$ cat config.mk
export PLATFORM = sky130hd
export DESIGN_NAME = red_pitaya_asg_seq
export DESIGN_NICKNAME = d
export VERILOG_FILES = /design/src/rtl/red_pitaya_asg_seq.sv
export SDC_FILE = /design/constraint.sdc
export NUM_CORES = 1
export LEC_CHECK = 0
export BUFFER_PORTS_ARGS = -buffer_cell sky130_fd_sc_hd__buf_2
export CAP_MARGIN = 20
export CORE_MARGIN = 2
export CORE_UTILIZATION = 58
export CTS_CLUSTER_DIAMETER = 30
export DETAILED_ROUTE_END_ITERATION = 8
export PLACE_DENSITY = 0.83
export SETUP_SLACK_MARGIN = 0.15
export SLEW_MARGIN = 5
export SYNTH_ARGS = -nofsm -noshare
export SYNTH_HDL_FRONTEND = slang
export SYNTH_SLANG_ARGS = --single-unit
$ cat constraint.sdc
create_clock -name dac_clk_i -period 14.7 [get_ports dac_clk_i]
set_input_delay 0.735 -clock dac_clk_i [delete_from_list [all_inputs] [get_ports dac_clk_i]]
set_output_delay 0.735 -clock dac_clk_i [all_outputs]
set_load 0.005 [all_outputs]
$ cat src/rtl/red_pitaya_asg_seq.sv
// Descriptor sequencer for one ASG channel: buffers segment descriptors in a
// FIFO, pre-fills four playback slots, then refills each slot as the channel
// retires it. If the FIFO is empty when a slot retires, that slot replays and
// an underrun is recorded.
module red_pitaya_asg_seq #(
  parameter int unsigned RSZ        = 14,
  parameter int unsigned FIFO_DEPTH = 8
) (
  input  logic                         dac_clk_i,
  input  logic                         dac_rst_i,
  input  logic                         start_i,
  input  logic                         stop_i,
  input  logic                         desc_valid_i,
  output logic                         desc_ready_o,
  input  logic [RSZ+16-1:0]            desc_start_i,
  input  logic [RSZ+16-1:0]            desc_end_i,
  input  logic [RSZ+16-1:0]            desc_step_i,
  input  logic [15:0]                  desc_ncyc_i,
  input  logic [13:0]                  desc_amp_i,
  input  logic [13:0]                  desc_dc_i,
  input  logic                         buf_done_i,
  output logic [4*(RSZ+16)-1:0]        set_start_all_o,
  output logic [4*(RSZ+16)-1:0]        set_end_all_o,
  output logic [4*(RSZ+16)-1:0]        set_step_all_o,
  output logic [63:0]                  set_ncyc_all_o,
  output logic [55:0]                  set_amp_all_o,
  output logic [55:0]                  set_dc_all_o,
  output logic                         ch_rst_o,
  output logic                         ch_trig_o,
  output logic                         underrun_o,
  output logic [15:0]                  underrun_cnt_o,
  output logic [$clog2(FIFO_DEPTH):0]  fifo_cnt_o,
  output logic [1:0]                   state_o
);

  localparam int unsigned W    = RSZ + 16;
  localparam int unsigned NBUF = 4;
  localparam int unsigned AW   = $clog2(FIFO_DEPTH);
  localparam int unsigned CW   = AW + 1;

  typedef struct packed {
    logic [W-1:0] start_p;
    logic [W-1:0] end_p;
    logic [W-1:0] step_p;
    logic [15:0]  ncyc;
    logic [13:0]  amp;
    logic [13:0]  dc;
  } desc_t;

  typedef enum logic [1:0] {
    S_IDLE    = 2'd0,
    S_PREFILL = 2'd1,
    S_ARM     = 2'd2,
    S_RUN     = 2'd3
  } state_t;

  state_t        state_q;
  desc_t         fifo_q [FIFO_DEPTH];
  logic [AW-1:0] wptr_q, rptr_q;
  logic [CW-1:0] cnt_q;
  desc_t         slot_q [NBUF];
  logic [1:0]    wr_slot_q, rd_slot_q;
  logic          underrun_q;
  logic [15:0]   underrun_cnt_q;

  desc_t desc_in;
  desc_t head;
  logic  fifo_empty;
  logic  push;
  logic  pop;

  assign desc_in    = '{start_p: desc_start_i, end_p: desc_end_i, step_p: desc_step_i,
                        ncyc: desc_ncyc_i, amp: desc_amp_i, dc: desc_dc_i};
  assign head       = fifo_q[rptr_q];
  assign fifo_empty = (cnt_q == '0);
  assign desc_ready_o = (cnt_q < CW'(FIFO_DEPTH));
  assign push       = desc_valid_i & desc_ready_o;
  // stop_i wins over any slot load; pops only feed a slot write
  assign pop        = ~stop_i & ~fifo_empty &
                      ((state_q == S_PREFILL) | ((state_q == S_RUN) & buf_done_i));

  // FIFO pointers and occupancy; a push is never forwarded to a same-cycle pop
  always_ff @(posedge dac_clk_i) begin
    if (dac_rst_i) begin
      wptr_q <= '0;
      rptr_q <= '0;
      cnt_q  <= '0;
    end else begin
      if (push) wptr_q <= wptr_q + AW'(1);
      if (pop)  rptr_q <= rptr_q + AW'(1);
      case ({push, pop})
        2'b10:   cnt_q <= cnt_q + CW'(1);
        2'b01:   cnt_q <= cnt_q - CW'(1);
        default: cnt_q <= cnt_q;
      endcase
    end
  end

  // FIFO storage, data only
  always_ff @(posedge dac_clk_i) begin
    if (push) fifo_q[wptr_q] <= desc_in;
  end

  // Sequencer FSM with slot and underrun bookkeeping
  always_ff @(posedge dac_clk_i) begin
    if (dac_rst_i) begin
      state_q        <= S_IDLE;
      wr_slot_q      <= '0;
      rd_slot_q      <= '0;
      underrun_q     <= 1'b0;
      underrun_cnt_q <= '0;
      for (int k = 0; k < NBUF; k++) slot_q[k] <= '0;
    end else if (stop_i) begin
      state_q <= S_IDLE;
    end else begin
      case (state_q)
        S_IDLE: begin
          if (start_i) begin
            state_q        <= S_PREFILL;
            wr_slot_q      <= '0;
            underrun_q     <= 1'b0;
            underrun_cnt_q <= '0;
          end
        end
        S_PREFILL: begin
          if (pop) begin
            slot_q[wr_slot_q] <= head;
            wr_slot_q         <= wr_slot_q + 2'd1;
            if (wr_slot_q == 2'd3) state_q <= S_ARM;
          end
        end
        S_ARM: begin
          state_q   <= S_RUN;
          rd_slot_q <= '0;
        end
        S_RUN: begin
          if (buf_done_i) begin
            rd_slot_q <= rd_slot_q + 2'd1;
            if (pop) begin
              slot_q[rd_slot_q] <= head;
            end else begin
              underrun_q <= 1'b1;
              if (underrun_cnt_q != 16'hFFFF) underrun_cnt_q <= underrun_cnt_q + 16'd1;
            end
          end
        end
        default: state_q <= S_IDLE;
      endcase
    end
  end

  // Moore decode of the channel controls from the state register
  assign ch_rst_o       = (state_q == S_IDLE) | (state_q == S_PREFILL);
  assign ch_trig_o      = (state_q == S_ARM);
  assign underrun_o     = underrun_q;
  assign underrun_cnt_o = underrun_cnt_q;
  assign fifo_cnt_o     = cnt_q;
  assign state_o        = state_q;

  // Flatten slot registers onto the packed per-field buses
  for (genvar k = 0; k < NBUF; k++) begin : g_pack
    assign set_start_all_o[W*k +: W] = slot_q[k].start_p;
    assign set_end_all_o[W*k +: W]   = slot_q[k].end_p;
    assign set_step_all_o[W*k +: W]  = slot_q[k].step_p;
    assign set_ncyc_all_o[16*k +: 16] = slot_q[k].ncyc;
    assign set_amp_all_o[14*k +: 14]  = slot_q[k].amp;
    assign set_dc_all_o[14*k +: 14]   = slot_q[k].dc;
  end

endmodule

* Word level (Yosys, flattened, before mapping)
Memories as Yosys holds them, arrays and structs flattened. A register that Yosys moved wholly into a read port is not among the register bits.
Index checks and enable logic that the tools add are counted.
** Word-level totals
- Register bits after elaboration :: 33
- Bits in latches :: 0
- RAM bits :: 1608
- ROM bits :: 0
- Input bits :: 140
- Output and inout bits :: 562
- Word-level logic and storage cells :: 95
- Memories :: 2
** Memories
- fifo_q :: words 8, width 134, rd ports 1, clocked after memory_dff 1, write ports 1, line 58 : desc_t fifo_q [FIFO_DEPTH];
- slot_q :: words 4, width 134, rd ports 4, clocked after memory_dff 0, write ports 4, line 61 : desc_t slot_q [NBUF];
** Cells by class
- Add/subtract/negate cells :: 7
- Multipliers :: 0
- Divide/modulo/power cells :: 0
- Order comparisons :: 1
- Eq/ne operators :: 13
- Shifts and indexed selects :: 0
- Multiplexer cells :: 41
- Bitwise gates (word level) :: 8
- Reductions and logical operators :: 15
** Operators with widths (count)
- 2-to-1 mux 134 bit :: 2
- OR reduction 134 bit :: 2
- 2-to-1 mux 16 bit :: 4
- one-hot mux 16 bit (2 select lines) :: 1
- 2-to-1 mux 1 bit :: 19
- adder 16 x 1 -> 16 bit, second input constant :: 1
- 2-to-1 mux 2 bit :: 8
- != test 16 bit, second input constant :: 1
- != test 2 bit, second input constant :: 5
- == test 2 bit, second input constant :: 4
- one-hot mux 2 bit (2 select lines) :: 2
- one-hot mux 4 bit (2 select lines) :: 1
- AND reduction 4 bit :: 2
- nonzero test 2 bit :: 4
- adder 3 x 1 -> 3 bit, second input constant :: 2
- 2-to-1 mux 3 bit :: 2
- one-hot mux 2 bit (3 select lines) :: 1
- AND reduction 6 bit :: 1
- AND reduction 5 bit :: 1
- adder 2 x 1 -> 2 bit, second input constant :: 2
- adder 4 x 1 -> 4 bit, second input constant :: 1
- bitwise AND 1 bit :: 4
- == test 2 x 1 -> 1 bit, second input constant :: 2
- logical NOT 4 bit :: 1
- other kinds (10) :: 12

* Logic depth before layout (Yosys ltp)
- Depth after elaboration :: 12
- Mapped depth :: 12
- Gate-level depth less buffers :: 11

* Worst setup path after synthesis
Ideal clock, no wire load.
- Kind :: in2reg
- From :: in desc_valid_i
- To :: mem fifo_q[0][0] (netlist bit), enable pin
- Arrival :: 10.190 ns
- Required time :: 13.908 ns
- Setup slack :: 3.718 ns
- Stages on the path :: 3
- Path buffers :: 0
- Path through :: nor2b_1 nand2b_1 nor3_1
** On the way
- Cells in the longest elaborated chain, start to end :: 3
** Ends and longest elaborated chain
- from (decl) :: line 13 : input logic desc_valid_i,
- bitwise AND 1 bit :: line 77 : assign push = desc_valid_i & desc_ready_o;
- 2-to-1 mux 1 bit :: line 101 : if (push) fifo_q[wptr_q] <= desc_in;
- 2-to-1 mux 1 bit (implied by the code) :: line 101
- to (decl) :: line 58
Every way passes these cells.

==> results by stage <==
Run status:
- The flow ran to the end, and the final reports show no timing, DRC or antenna violations.

Logic synthesis:
- The complex-gate fraction of the synthesized area is 0.671%.
- After synthesis the cells add up to ~61,000 um^2.
- Each instance of the synthesized netlist takes up on average 19.8 um^2.
- Of the total synthesized cell area, the portion taken by AND, OR, NAND and NOR gates is 4.31%.
- The gate count of the mapped netlist is 3,078.
- The cell with the most instances after synthesis is sky130_fd_sc_hd__edfxtp_1.
- The XOR/XNOR share of the synthesized area is less than 1%.
- The dominant combinational cell family by area after synthesis is multiplexers.
- The share of the yosys chip area belonging to registers is 80.4%.
- The number of synthesized flops with an enable pin is 1,608.
- The synthesized netlist devotes 0.279% of its cell area to adder and majority cells.
- The number of warnings issued by yosys is 0.
- The async set or reset register ratio after synthesis is 0%.
- In this run, synthesis produced a sequential element count of ~1,600.
- The cell taking the most area after synthesis is sky130_fd_sc_hd__edfxtp_1.
- The multiplexer area fraction after synthesis is 12.5%.
- Among all flip-flop cells after synthesis, the most frequent one is sky130_fd_sc_hd__edfxtp_1.
- The area share of the largest cell type after synthesis is 79.2%.
- The post-synth net total is 3,231.
- The distinct cell type count of the synthesized netlist is 49.
- Sorting the synthesized cells by area gives the leading types as sky130_fd_sc_hd__edfxtp_1, sky130_fd_sc_hd__mux4_2, sky130_fd_sc_hd__nor2_1, sky130_fd_sc_hd__mux2_2, sky130_fd_sc_hd__dfxtp_1.
- The commonest cells after synthesis are sky130_fd_sc_hd__edfxtp_1, sky130_fd_sc_hd__nor2_1, sky130_fd_sc_hd__mux4_2, sky130_fd_sc_hd__nand2_1, sky130_fd_sc_hd__inv_1.

Global routing:
- The via count of the first global-routing pass was 36,109.
- Entering global routing, the biggest net connects 135 pins.
- The total routing resource utilization after global routing is between 20% and 30%.
- The number of antenna violations at the first check in global routing is 48.
- The global-route wire length before repair is 235,000 um.
- The leftover overflow at the end of global routing is 0.

Setup path:
- The worst register-to-register path ends at slot_q[2][89]$_SDFFCE_PN0P_.
- STA classifies the critical path endpoint as a flip-flop.
- The origin of the critical flop-to-flop path is state_o[1]$_SDFFE_PP0P_.
- On the critical path the largest part of the delay comes from simple AND/OR/NAND/NOR gates.
- The worst setup path is of the flip-flop to flip-flop kind.
- Counting cells, the worst reg-to-reg path comes to 7.
- In this run the worst path has a maximum fanout of 51.
- Counting both buffers and inverters, the worst setup path holds a total of 1.
- STA classifies the critical path startpoint as a flip-flop.
- The delay of the slowest critical-path stage is 760 ps.
- The worst reg-to-reg setup slack is approximately 9800 ps.
- The critical path arrival is roughly 5300 ps.
- The required time reported for the critical path endpoint is roughly 15,000 ps.
- The cell at the slowest stage of the critical path is sky130_fd_sc_hd__buf_4.
- The critical path goes through ha_1 -> nand2_1 -> mux2_2 -> nor4_1 -> nand2_4 -> nand2b_4 -> buf_4.

STA:
- Setup repair after global routing left no endpoint under its margin.
- The final hold violation count is 0.
- The setup violation total in the final timing report is 0.
- The final critical-path share of the clock period is 33.0%.
- The final setup skew is 78.9 ps.
- Final hold analysis gives a worst-case slack of 115 ps.
- The actual slew at the worst max-slew pin is 1150 ps.
- The maximum clock rate is 206 MHz.
- The count of final max-slew check failures is 0.
- The clock period could shrink to 4850 ps.
- The worst pin sits at a relative slew slack of about 23%.
- Summed over all failing endpoints, the final setup total negative slack is 0 ps.

Clock network:
- The clock tree from TritonCTS is yes.
- The number of hold buffers added after CTS was 0.
- The deepest clock path buffer count is 4.
- The number of clock sinks seen by CTS is 1,644.
- The register clock-pin slew on the reported worst setup and hold paths is 50 ps.
- In this run the clock root is driven by a sky130_fd_sc_hd__clkbuf_16.
- Clock tree synthesis inserted a total of about 290 buffers.
- The later pin in the worst-skew pair is clocked with a latency of 890 ps.
- The quantity of gates resized following cts is 0.
- Buffers added to address setup during post-CTS repair amount to 0.
- The H-tree was split into 5 levels.

Floorplanning:
- The die extent in x is 328 um.
- After floorplanning, the core was divided into 118 placement rows.
- The total I/O pin count is around 700.
- The initial utilization of the core area, before any placement, comes to 58.7%.
- The die extent in y is 328 um.
- After floorplanning, the core was sized to cover roughly 100,000 um^2.
- The total die area is 108,000 um^2.

Place:
- The placed wire-length estimate after detailed placement is 82,000 um.
- The count of buffers added on input and output ports is 701.
- The placed instances occupy a cell area of 66,200 um^2.
- The routability-driven placement congestion ratio is ~0.86.

Detailed routing:
- The count of unresolved DRC violations after routing is 0.
- Dividing the detail-routed wire length by the instance count gives between 20 and 30 um.
- The initial DRC count is 4,520.
- In the routed layout, each cell is associated on average with a via count of 6.15.
- The first TritonRoute pass finished after 6 iterations.
- The via count is 34,461.
- In this run the remaining antenna-violating nets after routing total 0.
- After detailed routing, the total wire length is 162,000 um.

Cells and area:
- The total number of nets in the final design is 4,130.
- The post-route netlist has 39.0% of its cells at a drive strength greater than 1.
- Relative to the synthesized area, the layout overhead comes to 24.4%.
- The post-route cell area is about 76,000 um^2.

Min path:
- The worst hold path endpoint is fifo_q[3][74]$_DFFE_PP_.
- Counting instances, the worst hold path has a depth of 1.
- The path class of the lowest-slack min-delay path is primary input to flip-flop.
- The worst hold path begins at desc_end_i[0].

Flow run:
- The number of max-cap violations is 0.

Power:
- The worst-case IR drop observed on VDD is between 0.15 and 0.2 mV.
- The total power is 12,300 uW.
- Dividing total power by cell area gives a power density of 162 nW/um^2.
- The static leakage is 0.0274 uW.
==> worst max path at each step <==
stage	cells after the start	slack, ps	start	to
after global routing	8	9430	flip-flop	slot_q[2][85]$_SDFFCE_PN0P_
after CTS	7	9470	flip-flop	slot_q[0][78]$_SDFFCE_PN0P_
final	7	9850	state_o[1]$_SDFFE_PP0P_	slot_q[2][89]$_SDFFCE_PN0P_
after global placement	7	9700	flip-flop	slot_q[2][80]$_SDFFCE_PN0P_
after detailed placement	7	9580	flip-flop	slot_q[2][80]$_SDFFCE_PN0P_
after floorplan	3	3720	desc_valid_i	fifo_q[0][0]$_DFFE_PP_
==> metrics by stage <==
stage / setup WS [ps] / util, % / instances
floorplan: 3720 / - / 3078
global placement: 9700 / 63.7 / 5065
detailed placement: 9580 / 63.7 / 5065
CTS: 9470 / 72.8 / 5563
global route: 9430 / 73.0 / 5597
finish: 9850 / 73.0 / 5604
==> area by class of cell <==
| cell class | count | area [um^2] |
|---|---|---|
| Inverter | 146 | 548 |
| Timing Repair Buffer | 753 | 3980 |
| Fill cell | 5443 | 28100 |
| Clock buffer | 318 | 7380 |
| Tap cell | 1380 | 1730 |
| Sequential cell | 1644 | 49000 |
| Antenna cell | 38 | 95.1 |
| Clock inverter | 180 | 2140 |
| Multi-Input combinational cell | 1145 | 11000 |
==> cells in the final DEF, fill, tap and decap left out, drive strengths merged, types with 4 or more instances in the layout <==
cell type / count
a21oi: 20
edfxtp: 1608
o21ai: 14
clkinvlp: 26
nor4: 8
diode: 38
nor2b: 5
a311oi: 4
clkinv: 80
nor3: 12
nand3: 13
mux4: 268
ha: 12
nor2: 430
a31oi: 6
nand2b: 10
clkbuf: 318
mux2: 137
nand2: 157
inv: 185
buf: 753
nand4: 5
xor2: 4
dfxtp: 36
bufinv: 35
==> state kept, by name (all words and copies together) (netlist names), named ones only <==
register / count
wr_slot_q: 2
state_o: 2
slot_q: 536
fifo_cnt_o: 4
underrun_cnt_o: 16
wptr_q: 3
rd_slot_q: 2
rptr_q: 3
underrun_o: 1
fifo_q: 1072
==> per-layer routing <==
layer | track usage (%) | part of all wire (%) | vias up | wire [um]
met5 | 0 | 0.073 | - | 118
met4 | 15.5 | 4.9 | 20 | 8010
met3 | 7.13 | 10 | 515 | 16800
met2 | 50.1 | 51 | 2690 | 82600
met1 | 36.8 | 34 | 17416 | 54700
li1 | - | - | 13820 | -
==> report_power, final <==
group	leakage [uW]	internal, uW	switching (uW)
clock network	0.00459	4260	2320
logic	0.00719	143	240
registers	0.0156	5270	43.0
total	0.0274	9680	2600
==> cell families (layout without fill, tap and decap cells) <==
| family | after synthesis | after routing |
|---|---|---|
| adders and majority gates | 13 | 13 |
| and+or+nand+nor | 654 | 654 |
| AOI/OAI and AO/OA | 64 | 64 |
| DFF | 1644 | 1644 |
| xor gates and xnor gates | 6 | 6 |
| other | 0 | 38 |
| muxes | 408 | 408 |
| buffers and inverters | 289 | 1397 |
Power figures use the tool's default switching activity.
